**src/rtl/cw_sidetone.sv**
```systemverilog
// CW sidetone generator: envelope-shaped triangle tone driven by the keyer,
// with programmable frequency/volume/enable and a 3-clk output pipeline.
module cw_sidetone #(
    parameter int unsigned INC_SCALE = 350,
    parameter int unsigned ENV_STEP  = 1,
    parameter int unsigned FREQ_MAX  = 4000
) (
    input  logic               clk,
    input  logic               rst,
    input  logic [5:0]         cmd_addr,
    input  logic [31:0]        cmd_data,
    input  logic               cmd_rqst,
    input  logic               cw_keydown,
    input  logic               sample_tick,
    output logic signed [15:0] sidetone,
    output logic               sidetone_valid,
    output logic               sidetone_active
);

    typedef enum logic [1:0] {S_IDLE, S_RISE, S_HOLD, S_FALL} state_t;

    localparam logic [11:0] FREQ_CLAMP = 12'(FREQ_MAX);
    localparam logic [8:0]  STEP9      = 9'(ENV_STEP);

    state_t             r_state;
    logic [7:0]         r_volume;
    logic               r_enable;
    logic [11:0]        r_freq;
    logic [23:0]        r_inc;
    logic [23:0]        r_phase;
    logic [7:0]         r_env;
    logic signed [23:0] r_p1;
    logic [7:0]         r_vol1;
    logic               r_v1;
    logic signed [31:0] r_p2;
    logic               r_v2;

    logic               w_key;
    logic [11:0]        w_freq_wr;
    logic [8:0]         w_env_up;
    logic               w_at_top;
    logic               w_at_zero;
    logic [7:0]         w_env_dn;
    logic [23:0]        w_phase_nx;
    logic [14:0]        w_u;
    logic signed [16:0] w_tri;
    logic signed [25:0] w_prod1;
    logic signed [31:0] w_prod2;
    logic               w_unused;

    always_comb begin
        w_key      = cw_keydown & r_enable & (r_volume != '0);
        w_freq_wr  = (cmd_data[11:0] > FREQ_CLAMP) ? FREQ_CLAMP : cmd_data[11:0];
        w_env_up   = {1'b0, r_env} + STEP9;
        w_at_top   = (w_env_up >= 9'd255);
        w_at_zero  = ({1'b0, r_env} <= STEP9);
        w_env_dn   = w_at_zero ? '0 : (r_env - STEP9[7:0]);
        w_phase_nx = r_phase + r_inc;
        // Fold the upper half of the phase back down to form the triangle.
        w_u        = r_phase[23] ? ~r_phase[22:8] : r_phase[22:8];
        w_tri      = $signed({1'b0, w_u, 1'b0}) - 17'sd32767;
        w_prod1    = 26'(w_tri) * 26'($signed({1'b0, r_env}));
        w_prod2    = 32'(r_p1) * 32'($signed({1'b0, r_vol1}));
        w_unused   = ^cmd_data[31:12];
    end

    always_ff @(posedge clk or posedge rst) begin
        if (rst) begin
            r_volume        <= 8'h40;
            r_enable        <= 1'b1;
            r_freq          <= 12'd600;
            r_inc           <= '0;
            r_phase         <= '0;
            r_env           <= '0;
            r_state         <= S_IDLE;
            r_p1            <= '0;
            r_vol1          <= '0;
            r_v1            <= 1'b0;
            r_p2            <= '0;
            r_v2            <= 1'b0;
            sidetone        <= '0;
            sidetone_valid  <= 1'b0;
            sidetone_active <= 1'b0;
        end else begin
            if (cmd_rqst) begin
                if (cmd_addr == 6'h0F) begin
                    r_volume <= cmd_data[7:0];
                    r_enable <= cmd_data[8];
                end else if (cmd_addr == 6'h10) begin
                    r_freq <= w_freq_wr;
                end
            end
            r_inc <= 24'(r_freq) * 24'(INC_SCALE);

            r_v1 <= sample_tick;
            if (sample_tick) begin
                r_p1   <= w_prod1[23:0];
                r_vol1 <= r_volume;
                case (r_state)
                    S_IDLE: begin
                        r_env   <= '0;
                        r_phase <= '0;
                        if (w_key) begin
                            r_state         <= S_RISE;
                            sidetone_active <= 1'b1;
                        end
                    end
                    S_RISE: begin
                        r_phase <= w_phase_nx;
                        if (!w_key) begin
                            r_state <= S_FALL;
                        end else if (w_at_top) begin
                            r_env   <= 8'd255;
                            r_state <= S_HOLD;
                        end else begin
                            r_env <= w_env_up[7:0];
                        end
                    end
                    S_HOLD: begin
                        r_phase <= w_phase_nx;
                        r_env   <= 8'd255;
                        if (!w_key) r_state <= S_FALL;
                    end
                    S_FALL: begin
                        if (w_key) begin
                            r_phase <= w_phase_nx;
                            r_state <= S_RISE;
                        end else begin
                            r_env <= w_env_dn;
                            if (w_at_zero) begin
                                r_phase         <= '0;
                                r_state         <= S_IDLE;
                                sidetone_active <= 1'b0;
                            end else begin
                                r_phase <= w_phase_nx;
                            end
                        end
                    end
                    default: r_state <= S_IDLE;
                endcase
            end

            r_p2           <= w_prod2;
            r_v2           <= r_v1;
            sidetone_valid <= r_v2;
            if (r_v2) sidetone <= r_p2[31:16];
        end
    end

endmodule

```
**config.mk**
```make
export PLATFORM = sky130hd
export DESIGN_NAME = cw_sidetone
export DESIGN_NICKNAME = d
export VERILOG_FILES = /design/src/rtl/cw_sidetone.sv
export SDC_FILE = /design/constraint.sdc
export NUM_CORES = 1
export LEC_CHECK = 0
export ABC_AREA = 1
export CORE_MARGIN = 2
export CORE_UTILIZATION = 50
export CTS_CLUSTER_SIZE = 30
export DETAILED_ROUTE_END_ITERATION = 10
export PLACE_DENSITY_LB_ADDON = 0.2
export SETUP_SLACK_MARGIN = 0.2
export SLEW_MARGIN = 40
export SYNTH_ARGS = -nofsm -noshare
export SYNTH_HDL_FRONTEND = slang
export SYNTH_SLANG_ARGS = --single-unit
```
**constraint.sdc**
```tcl
create_clock -name clk -period 6.2 [get_ports clk]
set_input_delay 1.24 -clock clk [delete_from_list [all_inputs] [get_ports clk]]
set_output_delay 1.24 -clock clk [all_outputs]
set_load 0.02 [all_outputs]
```
==> impl_metrics.tcl, run 1 <==
set metrics [dict create \
    fillers 3979 \
    grt.total_usage_pct 24.1 \
    drt_iter0_drc 801 \
    fin_cells 3270 \
    worst_pin_slew_ns 0.735 \
    yosysSeqAreaShare_pct 17.1 \
    slew_headroom_pct 50.7 \
    n_antenna_cell 0 \
    status "finished clean" \
    fin_nets 3243 \
    cpPeakStageDelay_ns 0.64 \
    end_kind "flop" \
    synth_xor_area_share_pct 1.98 \
    power.density_nw_per_um2 461 \
    io_buffer_count 40 \
    cts_resized 0 \
    fin_skew_ns 0.0119 \
    cts_buffers 17 \
    dieArea_sq_um 43200 \
    dieWidth_microns 208 \
    synth_compound_area_share_pct 6.69 \
    path_clk_slew_ns 0.07 \
    critPathMaxFanout 7 \
    hold_path_end "r_v2$_DFF_PP0_" \
    drv_cap 0 \
    area.growth.synth_to_final_pct 7.04 \
    crit_type "reg2reg" \
    drc 0 \
    clkLatencyLatePin_ns 0.46 \
    syn_nets 3248 \
    core_sq_um 40900 \
    antenna_left 0 \
    ys_warn_count 0 \
    cts_hold_buffers 0 \
    mostFrequentLayoutCell "nand2_1" \
    startpoint_type "flop" \
    ir_drop_mv 0.432 \
    synth-simple-area-share_pct 21.0 \
    slew_viol_final 0 \
    dp_hpwl_mm 40.9 \
    ys.flop_type "dfrtp_1" \
    drive_gt1_share_pct 4.24 \
    ios 61 \
    rr_startpoint "r_phase[23]$_DFFE_PP0P_" \
    viasPerCell 5.11 \
    wl_mm 49.2 \
    hp-start "r_v1$_DFF_PP0_" \
    setup-tns-final_ns 0 \
    antenna_found_initial 0 \
    cts_buffer_depth 2 \
    cp_data_arrival_time_ns 5.77 \
    initial_core_util_pct 50.8 \
    grt_pass1_vias 17830 \
    cp_data_required_time_ns 6.55 \
    yosysUniqueCellTypes 48 \
    chipHeight_microns 208 \
    leakage_nw 12.8 \
    grt_pass1_wl_mm 85.6 \
    rows 74 \
    grt_max_degree 82 \
    r2r_slack_ns 0.78 \
    crit_slowest_cell "fa_1" \
    wl_per_cell_microns 15.0 \
    period_minus_slack_ns 5.42 \
    r2r_end "r_p1[23]$_DFFE_PP0P_" \
    hold_class "reg2reg" \
    first_pass_iters 5 \
    syn_inst 2730 \
    root_buffer "clkbuf_16" \
    synth_mux_area_share_pct 0.921 \
    postCtsSetupBuffers 0 \
    overflow 0 \
    postSynthRegisterBits 142 \
    gp_congestion 0.913 \
    cts_tree "built" \
    rsz0062_at_grt "false" \
    path_cells "inv_1 -> buf_4 -> nand2_1 -> nand2_1 -> nor2_1 -> fa_1 -> inv_1 -> fa_1 -> inv_1 -> fa_1 -> inv_1 -> fa_1 -> inv_1 -> ha_1 -> nand2_1 -> nor3_1 -> nand4_1 -> nand3b_1 -> nand2_1 -> nand3_1 -> nand2_1" \
    synth_top_family_by_area "adder cells" \
    hold_viol 0 \
    vias 16710 \
    syn_avg_cell_area_sq_um 7.61 \
    fmax_mhz 185 \
    finalSetupViolations 0 \
    ff_latch_area_sq_um 3570 \
    multi_input_area_sq_um 14400 \
    cts.htree.levels 4 \
    reg2reg_depth 21 \
    async_flop_share_pct 100 \
    timing.final.crit_share_pct 87.4 \
    synth_edf_count 0 \
    cts.sinks 142 \
    dp_cells 3238 \
    hold_depth 0 \
    netlist_area_sq_um 20800 \
    layout_common_cells "717 x nand2_1, 651 x inv_1, 285 x fa_1, 190 x ha_1, 188 x nor2_1" \
    synth_fa_ha_area_share_pct 38.9 \
]
-- synthesized netlist by cell type (all sizes together) (5+ instances only) --
cell type | n | area share [%]
o21a | 6 | 0.22
a21o | 9 | 0.33
a21boi | 5 | 0.18
o21ai | 83 | 2.0
nand3b | 7 | 0.25
xnor2 | 22 | 0.93
a31oi | 11 | 0.33
dfstp | 6 | 0.76
o22ai | 9 | 0.51
nor3 | 14 | 0.36
buf | 10 | 0.29
mux2 | 17 | 0.92
fa | 285 | 27
o21bai | 14 | 0.51
nand4 | 25 | 0.75
or2 | 10 | 0.30
a21oi | 90 | 2.2
inv | 656 | 12
clkbuf | 67 | 1.2
dfrtp | 136 | 16
nand3 | 98 | 2.4
xor2 | 25 | 1.1
nand2 | 726 | 13
nor2 | 190 | 3.5
ha | 190 | 11
-- flip-flops by register name, indices dropped and copies added, names as in the netlist --
name,count
sidetone,16
r_inc,20
sidetone_valid,1
r_vol1,8
r_volume,8
r_freq,12
r_p2,16
r_v1,1
r_state,2
r_enable,1
r_v2,1
r_phase,23
r_env,8
sidetone_active,1
r_p1,24
-- worst max-delay path: cells and delay by family, from the launching register on --
kind / cells / cell delay [ns]
DFF: 1 / 0.38
and+or+nand+nor: 10 / 1.59
buffers and inverters: 6 / 0.69
adders and majority gates: 5 / 2.63
-- where the power goes --
group          internal, mW  switching, mW
logic                  2.78           4.64
registers              1.29          0.488
clock network         0.605          0.442
total                  4.68           5.57
-- final cells by class --
class,instances,area share (%)
repair buffers,53,2.22
flip-flops and latches,142,16.1
clock buffers,20,2.01
clock inverters,12,0.602
inverters,659,11.2
multi-input cells,1852,64.9
well taps,532,2.99
-- metal layers --
metal,track usage (%),wire (microns),vias up
met5,0,0,-
met4,4.92,635,0
met3,3.16,1750,48
met2,43.3,24500,290
met1,31.2,22300,8215
li1,-,-,8157
-- cell families (layout without fill, tap and decap cells) --
group | count (synthesis) | count (layout)
compound gates | 237 | 237
xor+xnor | 47 | 47
fa+ha+maj | 475 | 475
buf+inv | 736 | 744
flops | 142 | 142
mux | 17 | 17
simple gates | 1076 | 1076
-- worst max-delay path by stage --
| stage | from | end | slack (ns) | depth (start not counted) |
|---|---|---|---|---|
| finish | r_phase[23]$_DFFE_PP0P_ | r_p1[23]$_DFFE_PP0P_ | 0.78 | 21 |
| global route | r_phase[23]$_DFFE_PP0P_ | r_p1[23]$_DFFE_PP0P_ | 0.38 | 23 |
| CTS | r_phase[23]$_DFFE_PP0P_ | r_p1[23]$_DFFE_PP0P_ | 0.86 | 21 |
| detailed placement | r_phase[23]$_DFFE_PP0P_ | r_p1[23]$_DFFE_PP0P_ | 0.89 | 21 |
| global placement | r_phase[23]$_DFFE_PP0P_ | r_p1[23]$_DFFE_PP0P_ | 0.98 | 21 |
| floorplan | rst | r_env[0]$_DFFE_PP0P_ | 1.16 | 1 |
-- per-stage QoR --
step / hold slack, ns / utilization [%] / area, sq um / setup slack (ns) / power (mW)
after floorplan: 0.331 / - / 20800 / 1.16 / 7.28
after global placement: 0.337 / 52.9 / 21600 / 0.984 / 9.07
after detailed placement: 0.341 / 52.9 / 21700 / 0.895 / 9.23
after CTS: 0.354 / 54.3 / 22200 / 0.859 / 10.4
after global routing: 0.356 / 54.4 / 22200 / 0.378 / 11.5
final: 0.351 / 54.4 / 22200 / 0.783 / 10.3
No activity file was read; power rests on OpenSTA's default activity.
==> inputs of run 2 (changes only) <==
--- a/config.mk
+++ b/config.mk
@@ -12,7 +12,7 @@
 export DETAILED_ROUTE_END_ITERATION = 10
 export PLACE_DENSITY_LB_ADDON = 0.2
 export SETUP_SLACK_MARGIN = 0.2
-export SLEW_MARGIN = 40
+export SLEW_MARGIN = 10
 export SYNTH_ARGS = -nofsm -noshare
 export SYNTH_HDL_FRONTEND = slang
 export SYNTH_SLANG_ARGS = --single-unit
==> impl_metrics.tcl, run 2 (synthesized netlist as in run 1, its figures left out) <==
set metrics [dict create \
    root_buffer "clkbuf_16" \
    path_clk_slew_ns 0.07 \
    wl_per_cell_microns 14.9 \
    slew_viol_final 0 \
    cts_hold_buffers 0 \
    p_clk_share_pct 10.6 \
    ir_drop_mv 0.409 \
    grt_pass1_wl_mm 85.2 \
    fin_skew_ns 0.0108 \
    period_minus_slack_ns 5.26 \
    worst_pin_slew_ns 1.04 \
    cts_resized 0 \
    slew_headroom_pct 30.9 \
    grt_pass1_vias 17843 \
    cts_tree "built" \
    ios 61 \
    fmax_mhz 190 \
    overflow 0 \
    rows 74 \
    chipHeight_microns 208 \
    rr_startpoint "r_phase[23]$_DFFE_PP0P_" \
    combinationalPowerShare_pct 72.1 \
    switching_share_pct 54.0 \
    total_power_mw 10.3 \
    clkLatencyLatePin_ns 0.45 \
    viasPerCell 5.16 \
    internal-power_mw 4.72 \
    area.growth.synth_to_final_pct 7.06 \
    crit_type "reg2reg" \
    core_sq_um 40900 \
    crit_path_end "r_p1[23]$_DFFE_PP0P_" \
    layout_setup_ws_ns 0.938 \
    status "finished clean" \
    cts_buffers 17 \
    cts.htree.levels 4 \
    cts_buffer_depth 2 \
    initial_core_util_pct 50.8 \
    postLayoutCoreUtil_pct 54.4 \
    layout_common_cells "717 x nand2_1, 651 x inv_1, 285 x fa_1, 190 x ha_1, 189 x nor2_1" \
    antenna_found_initial 0 \
    finalSetupViolations 0 \
    power.density_nw_per_um2 461 \
    drive_gt1_share_pct 3.80 \
    drt_iter0_drc 858 \
    end_kind "flop" \
    grt.total_usage_pct 24.0 \
    post-place-ws_ns 0.951 \
    regMostFlops "r_p1" \
    rsz0062_at_grt "false" \
    first_pass_iters 5 \
    drv_cap 0 \
    hold_depth 0 \
    hold_viol 0 \
    mostFrequentLayoutCell "nand2_1" \
    setup-tns-final_ns 0 \
    vias 16857 \
    cts.sinks 142 \
    r2r_slack_ns 0.94 \
    largestRegisters "r_p1: 24 flops, r_phase: 23 flops, r_inc: 20 flops" \
    grt_max_degree 82 \
    wl_mm 48.9 \
    fin_nets 3243 \
    critPathMaxFanout 7 \
    hp-start "r_v1$_DFF_PP0_" \
    gp_congestion 0.913 \
    antenna_left 0 \
    power_frac_seq_pct 17.3 \
    leakage_nw 12.9 \
    startpoint_type "flop" \
    io_buffer_count 40 \
    startpoint "r_phase[23]$_DFFE_PP0P_" \
    largest_register_ffs 24 \
    dp_hpwl_mm 40.8 \
    dieWidth_microns 208 \
    r2r_end "r_p1[23]$_DFFE_PP0P_" \
    n_antenna_cell 0 \
    drc 0 \
    postCtsSetupBuffers 0 \
    hold_class "reg2reg" \
    p_sw_mw 5.55 \
    cp_data_required_time_ns 6.54 \
    cp_data_arrival_time_ns 5.61 \
    reg2reg_depth 21 \
    timing.final.crit_share_pct 84.9 \
    dieArea_sq_um 43200 \
]
run 2: cell types whose count changed in the layout (fill, tap and decap cells not counted), sizes merged:
cell / previous run / this run
inv: 660 / 659
clkinvlp: 2 / 1
clkbuf: 20 / 21
bufinv: 2 / 3
run 2: how the worst min path moves through the flow:
stage,endpoint,slack (ns)
2_1_floorplan,r_v2$_DFF_PP0_,0.33
3_3_place_gp,r_v2$_DFF_PP0_,0.34
3_5_place_dp,r_v2$_DFF_PP0_,0.34
4_1_cts,r_v2$_DFF_PP0_,0.35
5_1_grt,r_v2$_DFF_PP0_,0.36
6_report,r_v2$_DFF_PP0_,0.35
run 2: per-layer routing:
metal  up-vias  part of all wire, %  track usage [%]
met2       351                   49             42.5
met5         -                    0                0
met4         0                  1.9             5.89
met3        66                  3.6             3.19
li1       8162                    -                -
met1      8278                   45             31.0
run 2: worst max-delay path: stages, from the launching register on:
cell and delay, ns:
dfrtp_1 0.37, inv_1 0.20, buf_4 0.20, nand2_1 0.07
nand2_1 0.22, nor2_1 0.14, fa_1 0.63, inv_1 0.12
fa_1 0.54, inv_1 0.05, fa_1 0.53, inv_1 0.05
fa_1 0.53, inv_1 0.04, ha_1 0.39, nand2_1 0.17
nor3_1 0.36, nand4_1 0.19, nand3b_1 0.14, nand2_1 0.05
nand3_1 0.09, nand2_1 0.06
run 2: power by group through the flow:
stage / Sequential, mW / Combinational (mW) / Clock (mW)
after floorplan: 1.52 / 5.76 / 0
after global placement: 1.78 / 7.29 / 0
after detailed placement: 1.79 / 7.43 / 0
after CTS: 1.77 / 7.49 / 1.11
after global routing: 1.83 / 8.58 / 1.15
final: 1.78 / 7.40 / 1.09
run 2: through the flow:
stage	std cells	instance area [sq um]	hold WS, ns
6_report	3270	22200	0.350
3_5_place_dp	3238	21600	0.341
4_1_cts	3270	22200	0.354
2_1_floorplan	2730	20800	0.331
3_3_place_gp	3238	21600	0.337
5_1_grt	3270	22200	0.356
run 2: layout make-up:
type                       instances  area (sq um)
clock inverter                    11           155
tap                              532           666
fill                            3952         18700
sequential                       142          3560
timing repair buffer              53           493
clock buffer                      21           460
multi-input combinational       1852         14400
inverter                         659          2480
==> inputs of run 3 (changes only) <==
==> constraint.sdc (replaced) <==
create_clock -name clk -period 5.4 [get_ports clk]
set_input_delay 1.08 -clock clk [delete_from_list [all_inputs] [get_ports clk]]
set_output_delay 1.08 -clock clk [all_outputs]
set_load 0.02 [all_outputs]
==> impl_metrics.tcl, run 3 (synthesized netlist as in run 1, its figures left out) <==
set metrics [dict create \
    multi_input_area_sq_um 14500 \
    status "finished clean" \
    grt_pass1_vias 17865 \
    mostFrequentLayoutCell "nand2_1" \
    cp_data_arrival_time_ns 5.26 \
    rsz0062_at_grt "true" \
    area.growth.synth_to_final_pct 8.31 \
    wl_per_cell_microns 15.0 \
    end_kind "flop" \
    cts_buffers 17 \
    cts_buffer_depth 2 \
    fillers 3964 \
    hold_viol 0 \
    io_buffer_count 40 \
    post_dp_cell_area_sq_um 21800 \
    fin_skew_ns 0.0152 \
    finalSetupViolations 0 \
    postLayoutCoreUtil_pct 55.0 \
    period_minus_slack_ns 4.92 \
    cts_hold_buffers 0 \
    layout_setup_ws_ns 0.476 \
    hp-start "r_v1$_DFF_PP0_" \
    chipHeight_microns 208 \
    dieWidth_microns 208 \
    dp_hpwl_mm 41.3 \
    vias 16794 \
    cts.htree.levels 4 \
    slew_headroom_pct 39.9 \
    fmax_mhz 203 \
    crit_type "reg2reg" \
    startpoint_type "flop" \
    post-place-ws_ns 0.268 \
    rr_startpoint "r_phase[22]$_DFFE_PP0P_" \
    gp_congestion 0.915 \
    largest_register_ffs 24 \
    cts.sinks 142 \
    ff_latch_area_sq_um 3560 \
    startpoint "r_phase[22]$_DFFE_PP0P_" \
    layout_common_cells "712 x nand2_1, 646 x inv_1, 283 x fa_1, 189 x nor2_1, 188 x ha_1" \
    design_area_sq_um 22500 \
    slew_viol_final 0 \
    critPathMaxFanout 7 \
    drv_cap 0 \
    hold_class "reg2reg" \
    antenna_left 0 \
    overflow 0 \
    grt_max_degree 89 \
    power.density_nw_per_um2 546 \
    viasPerCell 5.09 \
    worst_pin_slew_ns 0.901 \
    wl_mm 49.5 \
    grt.total_usage_pct 24.2 \
    cp_data_required_time_ns 5.73 \
    setup-tns-final_ns 0 \
    ir_drop_mv 0.483 \
    antenna_found_initial 0 \
    root_buffer "clkbuf_16" \
    largestRegisters "r_p1: 24 flops, r_phase: 23 flops, r_inc: 20 flops" \
    rows 74 \
    initial_core_util_pct 50.8 \
    n_antenna_cell 0 \
    fin_nets 3271 \
    timing.final.crit_share_pct 91.2 \
    leakage_nw 13.0 \
    grt_pass1_wl_mm 85.5 \
    drc 0 \
    first_pass_iters 6 \
    drive_gt1_share_pct 5.53 \
    cts_tree "built" \
    core_sq_um 40900 \
    clkLatencyLatePin_ns 0.46 \
    dieArea_sq_um 43200 \
    path_clk_slew_ns 0.06 \
    ios 61 \
    total_power_mw 12.3 \
    regMostFlops "r_p1" \
    drt_iter0_drc 1088 \
]
[run 3: cell types whose count changed in the layout (fill, tap and decap cells not counted), moves of 3 or more]
cell | previous run | this run
a21oi_1 | 89 | 86
nand2_1 | 717 | 712
nand2_2 | 8 | 12
clkinvlp_4 | 1 | 4
buf_4 | 13 | 41
a21oi_2 | 0 | 3
inv_1 | 651 | 646
inv_2 | 2 | 6
[run 3: final timing paths]
| check | endpoint | slack [ns] | cells past startpoint |
|---|---|---|---|
| min in group asynchronous | r_p1[1]$_DFFE_PP0P_ | 1.17 | 2 |
| setup reg to reg | r_p1[21]$_DFFE_PP0P_ | 0.48 | 20 |
| setup / recovery | r_p1[21]$_DFFE_PP0P_ | 0.48 | 20 |
| hold / removal | r_v2$_DFF_PP0_ | 0.35 | 0 |
| hold reg to reg | r_v2$_DFF_PP0_ | 0.35 | 0 |
| max in group asynchronous | sidetone[14]$_DFFE_PP0P_ | 3.25 | 3 |
[run 3: critical path, stage by stage (launching register included)]
cell and delay (ns):
dfrtp_1 0.42, or2_2 0.35, nand2_4 0.11, nor2_1 0.09, fa_1 0.57, clkinvlp_4 0.20, buf_4 0.20, fa_1 0.52
inv_1 0.05, fa_1 0.47, inv_1 0.05, fa_1 0.53, inv_1 0.04, ha_1 0.29, nand2_1 0.14, nor3_1 0.31
nand3_1 0.15, nand3_1 0.11, nand2_1 0.05, nand3_1 0.09, nand2_1 0.06
[run 3: power by group]
part	internal [mW]	switching [mW]	total [mW]	leakage, nW
Clock	0.739	0.505	1.24	0.290
Combinational	3.49	5.58	9.07	10.9
Sequential	1.49	0.482	1.97	1.80
Total	5.72	6.57	12.3	13.0
[run 3: cell type report]
type / instances / area share [%]
clock buffers: 19 / 1.97
clock inverters: 13 / 0.723
inverters: 659 / 11.1
multi-input cells: 1852 / 64.3
flip-flops and latches: 142 / 15.8
well taps: 532 / 2.96
repair buffers: 81 / 3.12
[run 3: repair_timing]
item                       in CTS  in global routing
setup endpoints to repair       0                 10
buffers inserted                0                  5
resized for setup               0                 22
[run 3: per-stage QoR]
stage | hold WS (ns) | std cells
6_report | 0.352 | 3298
5_1_grt | 0.361 | 3298
4_1_cts | 0.355 | 3293
3_5_place_dp | 0.347 | 3261
3_3_place_gp | 0.334 | 3261
2_1_floorplan | 0.331 | 2730
[run 3: layer usage]
layer / wire length (microns) / global-route usage (%) / part of all wire [%]
met3: 1970 / 3.48 / 4.0
met2: 24400 / 42.9 / 49
met4: 1160 / 6.55 / 2.4
met1: 21900 / 30.9 / 44
met5: 0 / 0 / 0
